===== config.mk =====
export PLATFORM = sky130hd
export DESIGN_NAME = interval_meter
export DESIGN_NICKNAME = d
export VERILOG_FILES = /design/src/rtl/interval_meter.sv
export SDC_FILE = /design/constraint.sdc
export NUM_CORES = 1
export LEC_CHECK = 0
export ABC_AREA = 1
export CORE_ASPECT_RATIO = 0.5
export CORE_MARGIN = 4
export CORE_UTILIZATION = 30
export DETAILED_ROUTE_END_ITERATION = 10
export PLACE_DENSITY = 0.56
export SETUP_SLACK_MARGIN = 0.05
export SYNTH_ARGS = -nofsm -noshare
export SYNTH_HDL_FRONTEND = slang
export SYNTH_SLANG_ARGS = --single-unit

===== constraint.sdc =====
create_clock -name clock -period 2.7 [get_ports clock]
set_input_delay 0.405 -clock clock [delete_from_list [all_inputs] [get_ports clock]]
set_output_delay 0.405 -clock clock [all_outputs]
set_load 0.02 [all_outputs]

===== src/rtl/interval_meter.sv =====
// Measures clock cycles between start and stop pulses, saturating at 2^W-1,
// and hands each captured interval to a consumer through a valid/ack register.
module interval_meter #(
  parameter int W = 8
) (
  input  logic         clock,
  input  logic         reset,
  input  logic         start,
  input  logic         stop,
  input  logic         ack,
  output logic [W-1:0] value,
  output logic         valid,
  output logic         overflow,
  output logic         lost,
  output logic         busy
);

  typedef enum logic {IDLE, RUN} state_t;

  localparam logic [W-1:0] CNT_MAX = '1;
  localparam logic [W-1:0] CNT_ONE = W'(1);

  state_t         state_q, state_d;
  logic [W-1:0]   cnt_q, cnt_d;
  logic           run_ovf_q, run_ovf_d;
  logic [W-1:0]   value_q, value_d;
  logic           valid_q, valid_d;
  logic           overflow_q, overflow_d;
  logic           lost_q, lost_d;
  logic           capture;

  always_ff @(posedge clock) begin
    if (reset) begin
      state_q    <= IDLE;
      cnt_q      <= '0;
      run_ovf_q  <= 1'b0;
      value_q    <= '0;
      valid_q    <= 1'b0;
      overflow_q <= 1'b0;
      lost_q     <= 1'b0;
    end else begin
      state_q    <= state_d;
      cnt_q      <= cnt_d;
      run_ovf_q  <= run_ovf_d;
      value_q    <= value_d;
      valid_q    <= valid_d;
      overflow_q <= overflow_d;
      lost_q     <= lost_d;
    end
  end

  // A lap (start with stop) captures but stays in RUN.
  always_comb begin
    state_d = state_q;
    case (state_q)
      IDLE:    if (start) state_d = RUN;
      RUN:     if (stop && !start) state_d = IDLE;
      default: state_d = IDLE;
    endcase
  end

  always_comb begin
    capture    = (state_q == RUN) && stop;
    cnt_d      = cnt_q;
    run_ovf_d  = run_ovf_q;
    value_d    = value_q;
    valid_d    = valid_q;
    overflow_d = overflow_q;
    lost_d     = lost_q;

    if (start) begin
      cnt_d     = CNT_ONE;
      run_ovf_d = 1'b0;
    end else if (state_q == RUN && !stop) begin
      if (cnt_q == CNT_MAX) run_ovf_d = 1'b1;
      else                  cnt_d = cnt_q + CNT_ONE;
    end

    // An ack arriving with a capture consumes the old result, so nothing is lost.
    if (capture) begin
      value_d    = cnt_q;
      overflow_d = run_ovf_q;
      valid_d    = 1'b1;
      lost_d     = valid_q && !ack;
    end else if (valid_q && ack) begin
      valid_d = 1'b0;
      lost_d  = 1'b0;
    end
  end

  always_comb begin
    value    = value_q;
    valid    = valid_q;
    overflow = overflow_q;
    lost     = lost_q;
    busy     = (state_q == RUN);
  end

endmodule


==> results.toml, run 1 <==
[timing]
grt_setup_unrepaired = "no"
fin_tns_setup_ns = 0
setup_viol = 0
maxSlewHeadroom_pct = 72.97
fmax_ghz = 0.6152
clock-skew-final_ns = 0.004069
worst_slew_pin_slew_ns = 0.4050
hold_violations = 0
slew_viol_final = 0
finalCritPeriodShare_pct = 60.21
fin_crit_ns = 1.626

[route]
drt-initial-drc-count = 22
wl_met1_um = 1051
topRoutingLayerUsed = "met4"
first_pass_iters = 4
wl_per_cell_um = 11.22
num_vias = 826
vias_per_cell = 4.589
met2_length_um = 809
totalWireLength_um = 2020
ant_nets = 0
drcViolationCount = 0
wl_met3_um = 128

[global_route]
antenna_found_initial = 0
track_usage_pct = 11.69
gr-total-overflow = 0
first_global_vias = 736
grt_max_degree = 17
grt_pass1_wl_um = 3539

[clocking]
post-cts-setup-buffers = 0
cts_hold_buf = 0
cts_resized = 0
numCtsBuffers = 3
cts_tree = "done"
clk_pin_slew_ns = 0.08
htree_levels = 1
root_buffer = "clkbuf_8"
cts_buffer_depth = 2
cts_sinks = 21
clk-insertion-delay-late_ns = 0.26

[min_path]
hold_depth = 2
hold_class = "flop to flop"
hold_end = "run_ovf_q"
hold_start = "run_ovf_q"

[power]
p_sw_share_pct = 24.93
ir_drop_v = 0.0002037
fin_total_pwr_uw = 605.4
p_leak_nw = 0.4525
power_density_nw_per_um2 = 516.4
pwr-share-clk_pct = 34.4
pwr-share-seq_pct = 54.1
pwr-share-comb_pct = 11.5
p_sw_uw = 150.9
internal-power_uw = 454.5

[flow_run]
cap_violations = 0

[critical_path]
crit_type = "flop to output pin"
worstPathCellList = "clkdlybuf4s50_1"
cp_slowest_stage_delay_ns = 0.61
startpoint_type = "flop"
worst-path-buf-inv = 1
reg2reg_slack_ns = 1.30
cp_max_fo = 3
reg2reg_from = "cnt_q[0]"
cp.arrival_ns = 1.22
endpoint_kind = "output pin"
cp_slowest_cell = "clkdlybuf4s50_1"
r2r_end = "cnt_q[7]"
cp_top_family = "buffers and inverters"
reg2regPathDepth = 8
cp_data_required_time_ns = 2.30

[synth]
synth_area_per_cell_um2 = 7.457
yosysTopAreaCell = "dfxtp_1"
netlist_area_um2 = 924.6
synth_seq_cells = 21
synth_warnings = 0
synthCells = 124
synthTopCellsByArea = "dfxtp_1 45%, nand2_1 8.5%, nor2_1 7.7%, a21oi_1 6.0%, inv_1 5.7%"
synth-seq-area-share_pct = 45.47
syn-num-nets = 130
ys_types = 18
synth_top_area_share_pct = 45.47

[layout]
drive_gt1_share_pct = 9.091
layout.nets = 150
syn_to_final_growth_pct = 26.79
diodes = 0
final.fill_count = 296

[floorplanning]
start_util_pct = 33.44
num_rows = 13
io_pins = 17
die_area_um2 = 4088
design.core.area_um2 = 2765
fp.dieW_um = 86.51
dieHeight_um = 47.26

[outcome]
status = "finished clean"

[placed_design]
port_buffers = 16
dp_hpwl_um = 1506
place.gp.congestion = 0.7908
cell usage in the layout, fill, tap and decap left out:
cell | netlist | layout
ha_1 | 1 | 1
nand4_1 | 5 | 5
o21ai_0 | 10 | 10
nand2_2 | 1 | 1
nand2_4 | 2 | 2
nor2_4 | 2 | 2
inv_2 | 1 | 1
inv_1 | 14 | 14
xnor2_1 | 1 | 1
a21oi_2 | 2 | 2
clkdlybuf4s50_1 | 0 | 16
a21oi_1 | 11 | 11
clkinv_2 | 0 | 1
nand2_1 | 21 | 21
dfxtp_1 | 21 | 21
clkbuf_8 | 0 | 3
nor2_2 | 1 | 1
o211a_1 | 1 | 1
nand3_1 | 10 | 10
nor2_1 | 19 | 19
flip-flops by register name (all words and copies together) (netlist names):
| name | count |
|---|---|
| cnt_q | 8 |
| value | 8 |
| busy | 1 |
| lost | 1 |
| overflow | 1 |
| run_ovf_q | 1 |
| valid | 1 |
Yosys cell counts, drive strengths merged:
cell type / number
a21oi: 13
buf: 1
dfxtp: 21
ha: 1
inv: 15
nand2: 24
nand3: 10
nand4: 5
nor2: 22
o211a: 1
o21ai: 10
xnor2: 1
through the flow:
stage	util, %	setup WS (ns)	hold WS [ns]	instances	cell area (µm²)
after floorplan	-	1.466	0.4294	124	924.6
after global placement	40.72	1.048	0.4526	176	1126
after detailed placement	40.72	0.9690	0.4504	176	1126
after CTS	42.40	1.059	0.4649	180	1172
after global routing	42.40	0.9921	0.4963	180	1172
final	42.40	1.074	0.4620	180	1172
worst max-delay path by stage:
stage / slack (ns) / depth (start not counted) / from / endpoint
final: 1.07 / 1 / busy / busy
after global routing: 0.99 / 1 / valid / valid
after CTS: 1.06 / 1 / busy / busy
after detailed placement: 0.97 / 5 / stop / lost
after global placement: 1.05 / 5 / stop / lost
after floorplan: 1.47 / 8 / cnt_q[0] / cnt_q[6]
kinds of logic after synthesis:
logic type / Yosys count / share of synthesized area [%]
AOI/OAI and AO/OA: 24 / 14.34
xor gates and xnor gates: 1 / 0.9474
adders and majority gates: 1 / 1.353
DFF: 21 / 45.47
and+or+nand+nor: 61 / 31.26
buffers and inverters: 16 / 6.630
final cells by class:
cell class                      instances  area (µm²)  area share, %
Clock inverter                          1       5.005         0.4269
Tap cell                               37       46.29          3.949
Sequential cell                        21       420.4          35.86
Inverter                               15       56.30          4.803
Timing Repair Buffer                   16       160.2          13.66
Clock buffer                            3       41.29          3.522
Multi-Input combinational cell         87       442.9          37.78
worst min-delay path: cells and delay by family, from the launching register on:
kind | cells | cell delay (ns)
compound gates | 1 | 0.06
buf+inv | 1 | 0.06
flops | 1 | 0.30
power groups by stage:
stage | Sequential, mW | Combinational, mW | Clock (mW)
2_1_floorplan | 0.346 | 0.0265 | 0
3_3_place_gp | 0.335 | 0.0697 | 0
3_5_place_dp | 0.335 | 0.0703 | 0
4_1_cts | 0.328 | 0.0707 | 0.218
5_1_grt | 0.330 | 0.0779 | 0.232
6_report | 0.328 | 0.0695 | 0.208
metal layers:
metal | vias to the layer above | global-route usage [%]
li1 | 444 | -
met1 | 361 | 16.08
met2 | 19 | 16.57
met3 | 2 | 4.378
met4 | 0 | 4.658
met5 | - | 0
No activity file was read; power rests on OpenSTA's default activity.
==> inputs of run 2 (changes only) <==
PLACE_DENSITY = 0.58   (was 0.56)
clock period = 1.35 ns   (was 2.7 ns; I/O delays follow)
==> results.toml, run 2 (same netlist as run 1, synthesis figures left out) <==
[clocking]
htree_levels = 1
cts_hold_buf = 0
cts_sinks = 21
clk-insertion-delay-late_ns = 0.26
root_buffer = "clkbuf_8"
clk_pin_slew_ns = 0.07
numCtsBuffers = 3
cts_buffer_depth = 2
cts_tree = "done"

[timing]
fmax_ghz = 0.8246
slew_viol_final = 0
finalCritPeriodShare_pct = 89.83
grt_setup_unrepaired = "yes"
clock-skew-final_ns = 0.002590
fin_crit_ns = 1.213
setup_viol = 0
maxSlewHeadroom_pct = 84.10
fin_tns_setup_ns = 0
holdWs_ns = 0.4649
layout_setup_ws_ns = 0.1372
hold_violations = 0
worst_slew_pin_slew_ns = 0.2382

[layout]
instances_no_fill = 191
final.fill_count = 300
layout.nets = 161
layout_common_cells = "20 x nand2_1, 19 x dfxtp_1, 18 x nor2_1"
syn_to_final_growth_pct = 36.27
final_common_cell = "nand2_1"
diodes = 0
drive_gt1_share_pct = 18.83
final_area_um2 = 1260

[global_route]
antenna_found_initial = 0
gr-total-overflow = 0
first_global_vias = 768
grt_max_degree = 13
track_usage_pct = 11.39
grt_pass1_wl_um = 3484

[power]
p_leak_nw = 0.5594
power_density_nw_per_um2 = 956.6
p_sw_uw = 296.5
ir_drop_v = 0.0004236
p_sw_share_pct = 24.60
internal-power_uw = 908.9
pwr-share-comb_pct = 11.9
pwr-share-seq_pct = 54.3
pwr-share-clk_pct = 33.9

[placed_design]
place_ws_ns = -0.003970
dpl.cell_count = 184
placed_cell_area_um2 = 1186
dp_hpwl_um = 1575
port_buffers = 16
place.gp.congestion = 0.7930

[critical_path]
cp_top_family = "simple AND/OR/NAND/NOR gates"
cp_slowest_cell = "dfxtp_2"
worst-path-buf-inv = 0
crit_type = "flop to flop"
startpoint_type = "flop"
cp_max_fo = 8
cp_data_required_time_ns = 1.51
cp_slowest_stage_delay_ns = 0.36
endpoint_kind = "flop"
cp.arrival_ns = 1.38
worstPathCellList = "ha_4 -> nand2_2 -> nor2_4 -> nand2_4 -> nand2_4 -> nor2_2 -> nor2_1 -> nor2_1"

[floorplanning]
design.core.area_um2 = 2765
num_rows = 13
die_area_um2 = 4088
dieHeight_um = 47.26
start_util_pct = 33.44
fp.dieW_um = 86.51
io_pins = 17

[outcome]
status = "finished clean"

[route]
drt-initial-drc-count = 38
ant_nets = 0
drcViolationCount = 0
totalWireLength_um = 2070
wl_per_cell_um = 10.84
num_vias = 882
vias_per_cell = 4.618
first_pass_iters = 4

[min_path]
hold_class = "flop to flop"

[flow_run]
cap_violations = 0
## run 2: path summary, 6_finish.rpt
| path | start | end | slack (ns) | depth (start not counted) |
|---|---|---|---|---|
| max | cnt_q[0] | cnt_q[6] | 0.14 | 8 |
| min | run_ovf_q | overflow | 0.46 | 2 |
| max reg2reg | cnt_q[0] | cnt_q[6] | 0.14 | 8 |
| min reg2reg | run_ovf_q | overflow | 0.46 | 2 |
## run 2: metrics by stage
step,util (%),power [mW]
floorplan,-,0.7451
global placement,42.90,0.8242
detailed placement,42.90,0.8242
CTS,44.16,1.229
global route,45.57,1.267
finish,45.57,1.205
## run 2: tightest hold or removal path, cell delays in order (launching register included)
cell	delay [ns]
dfxtp_1	0.30
inv_1	0.06
a21oi_1	0.06
## run 2: layout make-up
cell class | count | area, µm² | share of cell area, %
multi-input cells | 87 | 460.4 | 36.54
repair buffers | 27 | 227.7 | 18.07
flip-flops and latches | 21 | 422.9 | 33.57
clock inverters | 1 | 5.005 | 0.3972
clock buffers | 3 | 41.29 | 3.277
inverters | 15 | 56.30 | 4.469
well taps | 37 | 46.29 | 3.674
## run 2: timing repair
action	in CTS	in global routing
setup buffers	0	3
endpoints found under the setup margin	13	7
pin swaps	1	8
resized for setup	14	4
## run 2: metal layers
metal / vias up / GRT usage (%) / routed length (µm) / part of all wire [%]
li1: 465 / - / - / -
met1: 389 / 15.19 / 1076 / 52
met2: 24 / 16.72 / 815 / 39
met3: 4 / 4.378 / 147 / 7.1
met4: 0 / 4.658 / 30 / 1.4
met5: - / 0 / 0 / 0
## run 2: power groups by stage
stage               sequential (mW)  clock [mW]  combinational (mW)
finish                        0.654       0.409               0.143
global route                  0.657       0.453               0.158
CTS                           0.653       0.432               0.144
detailed placement            0.667           0               0.157
global placement              0.667           0               0.157
floorplan                     0.692           0              0.0529
==> inputs of run 3 (changes only) <==
ABC_AREA = 0   (was 1)
CELL_PAD_IN_SITES_DETAIL_PLACEMENT = 0   (was not set)
CELL_PAD_IN_SITES_GLOBAL_PLACEMENT = 1   (was not set)
PLACE_DENSITY = 0.72   (was 0.58)
==> results.toml, run 3 <==
[outcome]
status = "finished clean"

[layout]
multi_input_area_um2 = 454.2
drive_gt1_share_pct = 20.29
diodes = 0
layout_common_cells = "22 x nand2_1, 18 x dfxtp_1, 16 x buf_4"
instances_no_fill = 175
seq_area_um2 = 424.2
final_common_cell = "nand2_1"
layout.nets = 145
final.fill_count = 294
syn_to_final_growth_pct = 35.28

[synth]
netlist_top_cells_count = "22 x nand2_1, 21 x dfxtp_1, 15 x a21oi_1, 6 x nor2_1"
synthTopCellsByArea = "dfxtp_1 46%, nand2_1 9.0%, a21oi_1 8.1%, a211oi_1 3.3%, a31oi_1 2.7%"
synth_seq_cells = 21
netlist_area_um2 = 922.1
synth-compound-area-share_pct = 19.67
synthFlopType = "dfxtp_1"
ys_types = 32
synthCells = 109
synth_mux_area_share_pct = 1.085
synth_top_area_share_pct = 45.59
synth-seq-area-share_pct = 45.59
yosys.area_share.simple_pct = 25.37
synth-xor-area-share_pct = 0
synth.most_common_cell = "nand2_1"
yosysTopAreaCell = "dfxtp_1"
synth_area_per_cell_um2 = 8.460
syn-num-nets = 115
synth_top_family_by_area = "simple AND/OR/NAND/NOR gates"
synthAdderAreaFrac_pct = 1.357
synthArstFlopShare_pct = 0
synth_edf_count = 0
synth_warnings = 0

[critical_path]
reg2regPathDepth = 4
cp_top_family = "compound AO/OA/AOI/OAI gates"
crit_type = "flop to flop"
path_depth = 4
cp.arrival_ns = 1.41
cp_slowest_stage_delay_ns = 0.35
reg2reg_from = "cnt_q[1]"
endpoint_kind = "flop"
worst-path-buf-inv = 0
r2r_end = "cnt_q[0]"
cp_data_required_time_ns = 1.51
worstPathCellList = "ha_4 -> and4_4 -> a2111o_1 -> and3_1"
cp_slowest_cell = "a2111o_1"
startpoint_type = "flop"
cp_max_fo = 4
reg2reg_slack_ns = 0.1

[floorplanning]
die_area_um2 = 4079
fp.dieW_um = 86.41
dieHeight_um = 47.21
design.core.area_um2 = 2765
num_rows = 13
start_util_pct = 33.35
io_pins = 17

[power]
p_leak_nw = 0.4992
power_density_nw_per_um2 = 921.1
ir_drop_v = 0.0004170

[global_route]
grt_pass1_wl_um = 3622
grt_max_degree = 13
first_global_vias = 768
track_usage_pct = 11.89
antenna_found_initial = 0
gr-total-overflow = 0

[clocking]
cts_tree = "done"
cts_sinks = 21
numCtsBuffers = 3
root_buffer = "clkbuf_8"
clk-insertion-delay-late_ns = 0.26
post-cts-setup-buffers = 0
htree_levels = 1
clk_pin_slew_ns = 0.08
cts_buffer_depth = 2

[timing]
slew_viol_final = 0
layout_setup_ws_ns = 0.09703
clock-skew-final_ns = 0.001555
maxSlewHeadroom_pct = 78.41
worst_slew_pin_slew_ns = 0.3156
hold_violations = 0
grt_setup_unrepaired = "no"
fmax_ghz = 0.7981
fin_crit_ns = 1.253
finalCritPeriodShare_pct = 92.81
setup_viol = 0

[min_path]
hold_start = "value[6]"
hold_class = "flop to flop"
hold_end = "value[6]"
hold_depth = 2

[placed_design]
place_ws_ns = -0.1498
port_buffers = 16
dpl.cell_count = 171
place.gp.congestion = 0.7857
dp_hpwl_um = 1658

[flow_run]
cap_violations = 0

[route]
totalWireLength_um = 2183
vias_per_cell = 4.886
num_vias = 855
drcViolationCount = 0
ant_nets = 0
drt-initial-drc-count = 56
wl_per_cell_um = 12.47
first_pass_iters = 4
-- run 3: cell count changes in the layout (fill, tap and decap cells not counted), sizes merged, moves of 5 or more --
cell / before / now
nand3: 10 / 3
nor2: 22 / 6
inv: 15 / 3
o21ai: 10 / 1
buf: 11 / 16
-- run 3: final cells by class --
| type | instances | share of cell area, % |
|---|---|---|
| multi-input cells | 78 | 36.41 |
| flip-flops and latches | 21 | 34.00 |
| repair buffers | 32 | 21.26 |
| well taps | 37 | 3.711 |
| clock buffers | 3 | 3.310 |
| inverters | 3 | 0.9027 |
| clock inverters | 1 | 0.4012 |
-- run 3: logic make-up (layout without fill, tap and decap cells) --
logic type	after synthesis	count (layout)
buf+inv	10	39
compound gates	29	29
flops	21	21
mux	1	1
simple gates	47	47
fa+ha+maj	1	1
-- run 3: how the worst max path moves through the flow --
stage	end	start
6_report	cnt_q[0]	cnt_q[1]
5_1_grt	cnt_q[4]	stop
4_1_cts	cnt_q[0]	cnt_q[1]
3_5_place_dp	lost	stop
3_3_place_gp	cnt_q[0]	stop
2_1_floorplan	cnt_q[0]	cnt_q[0]
-- run 3: stage by stage --
step / total power, mW / hold slack, ns / area, µm² / TNS [ns] / utilization [%]
after CTS: 1.161 / 0.4540 / 1246 / 0 / 45.07
after global placement: 0.7505 / 0.4456 / 1212 / -1.212 / 43.85
final: 1.149 / 0.4519 / 1247 / 0 / 45.11
after floorplan: 0.6960 / 0.2716 / 938.4 / 0 / -
after global routing: 1.201 / 0.4761 / 1247 / 0 / 45.11
after detailed placement: 0.7507 / 0.4453 / 1212 / -1.738 / 43.85
-- run 3: routing by layer --
metal / track usage [%] / wire length (µm) / share of wire [%] / vias to the layer above
li1: - / - / - / 447
met1: 14.88 / 1077 / 49 / 386
met2: 18.69 / 976 / 45 / 20
met3: 4.553 / 116 / 5.3 / 2
met4: 5.280 / 12 / 0.55 / 0
met5: 0 / 0 / 0 / -
-- run 3: worst reg2reg max path, stage by stage, from the launching register on --
cell,delay [ns]
dfxtp_2,0.34
ha_4,0.17
and4_4,0.16
a2111o_1,0.35
and3_1,0.14
-- run 3: power breakdown --
group | switching, mW | internal (mW) | total [mW] | leakage (nW)
clock | 0.212 | 0.206 | 0.418 | 0.0255
sequential | 0.00837 | 0.629 | 0.637 | 0.171
combinational | 0.0481 | 0.0460 | 0.0941 | 0.303
-- run 3: what timing repair did --
| item | in CTS | in global routing |
|---|---|---|
| hold buffers | 0 | 0 |
| cloned | 0 | 0 |
| gates resized for setup | 13 | 1 |
| setup endpoints to repair | 13 | 2 |
| pin swaps | 0 | 2 |
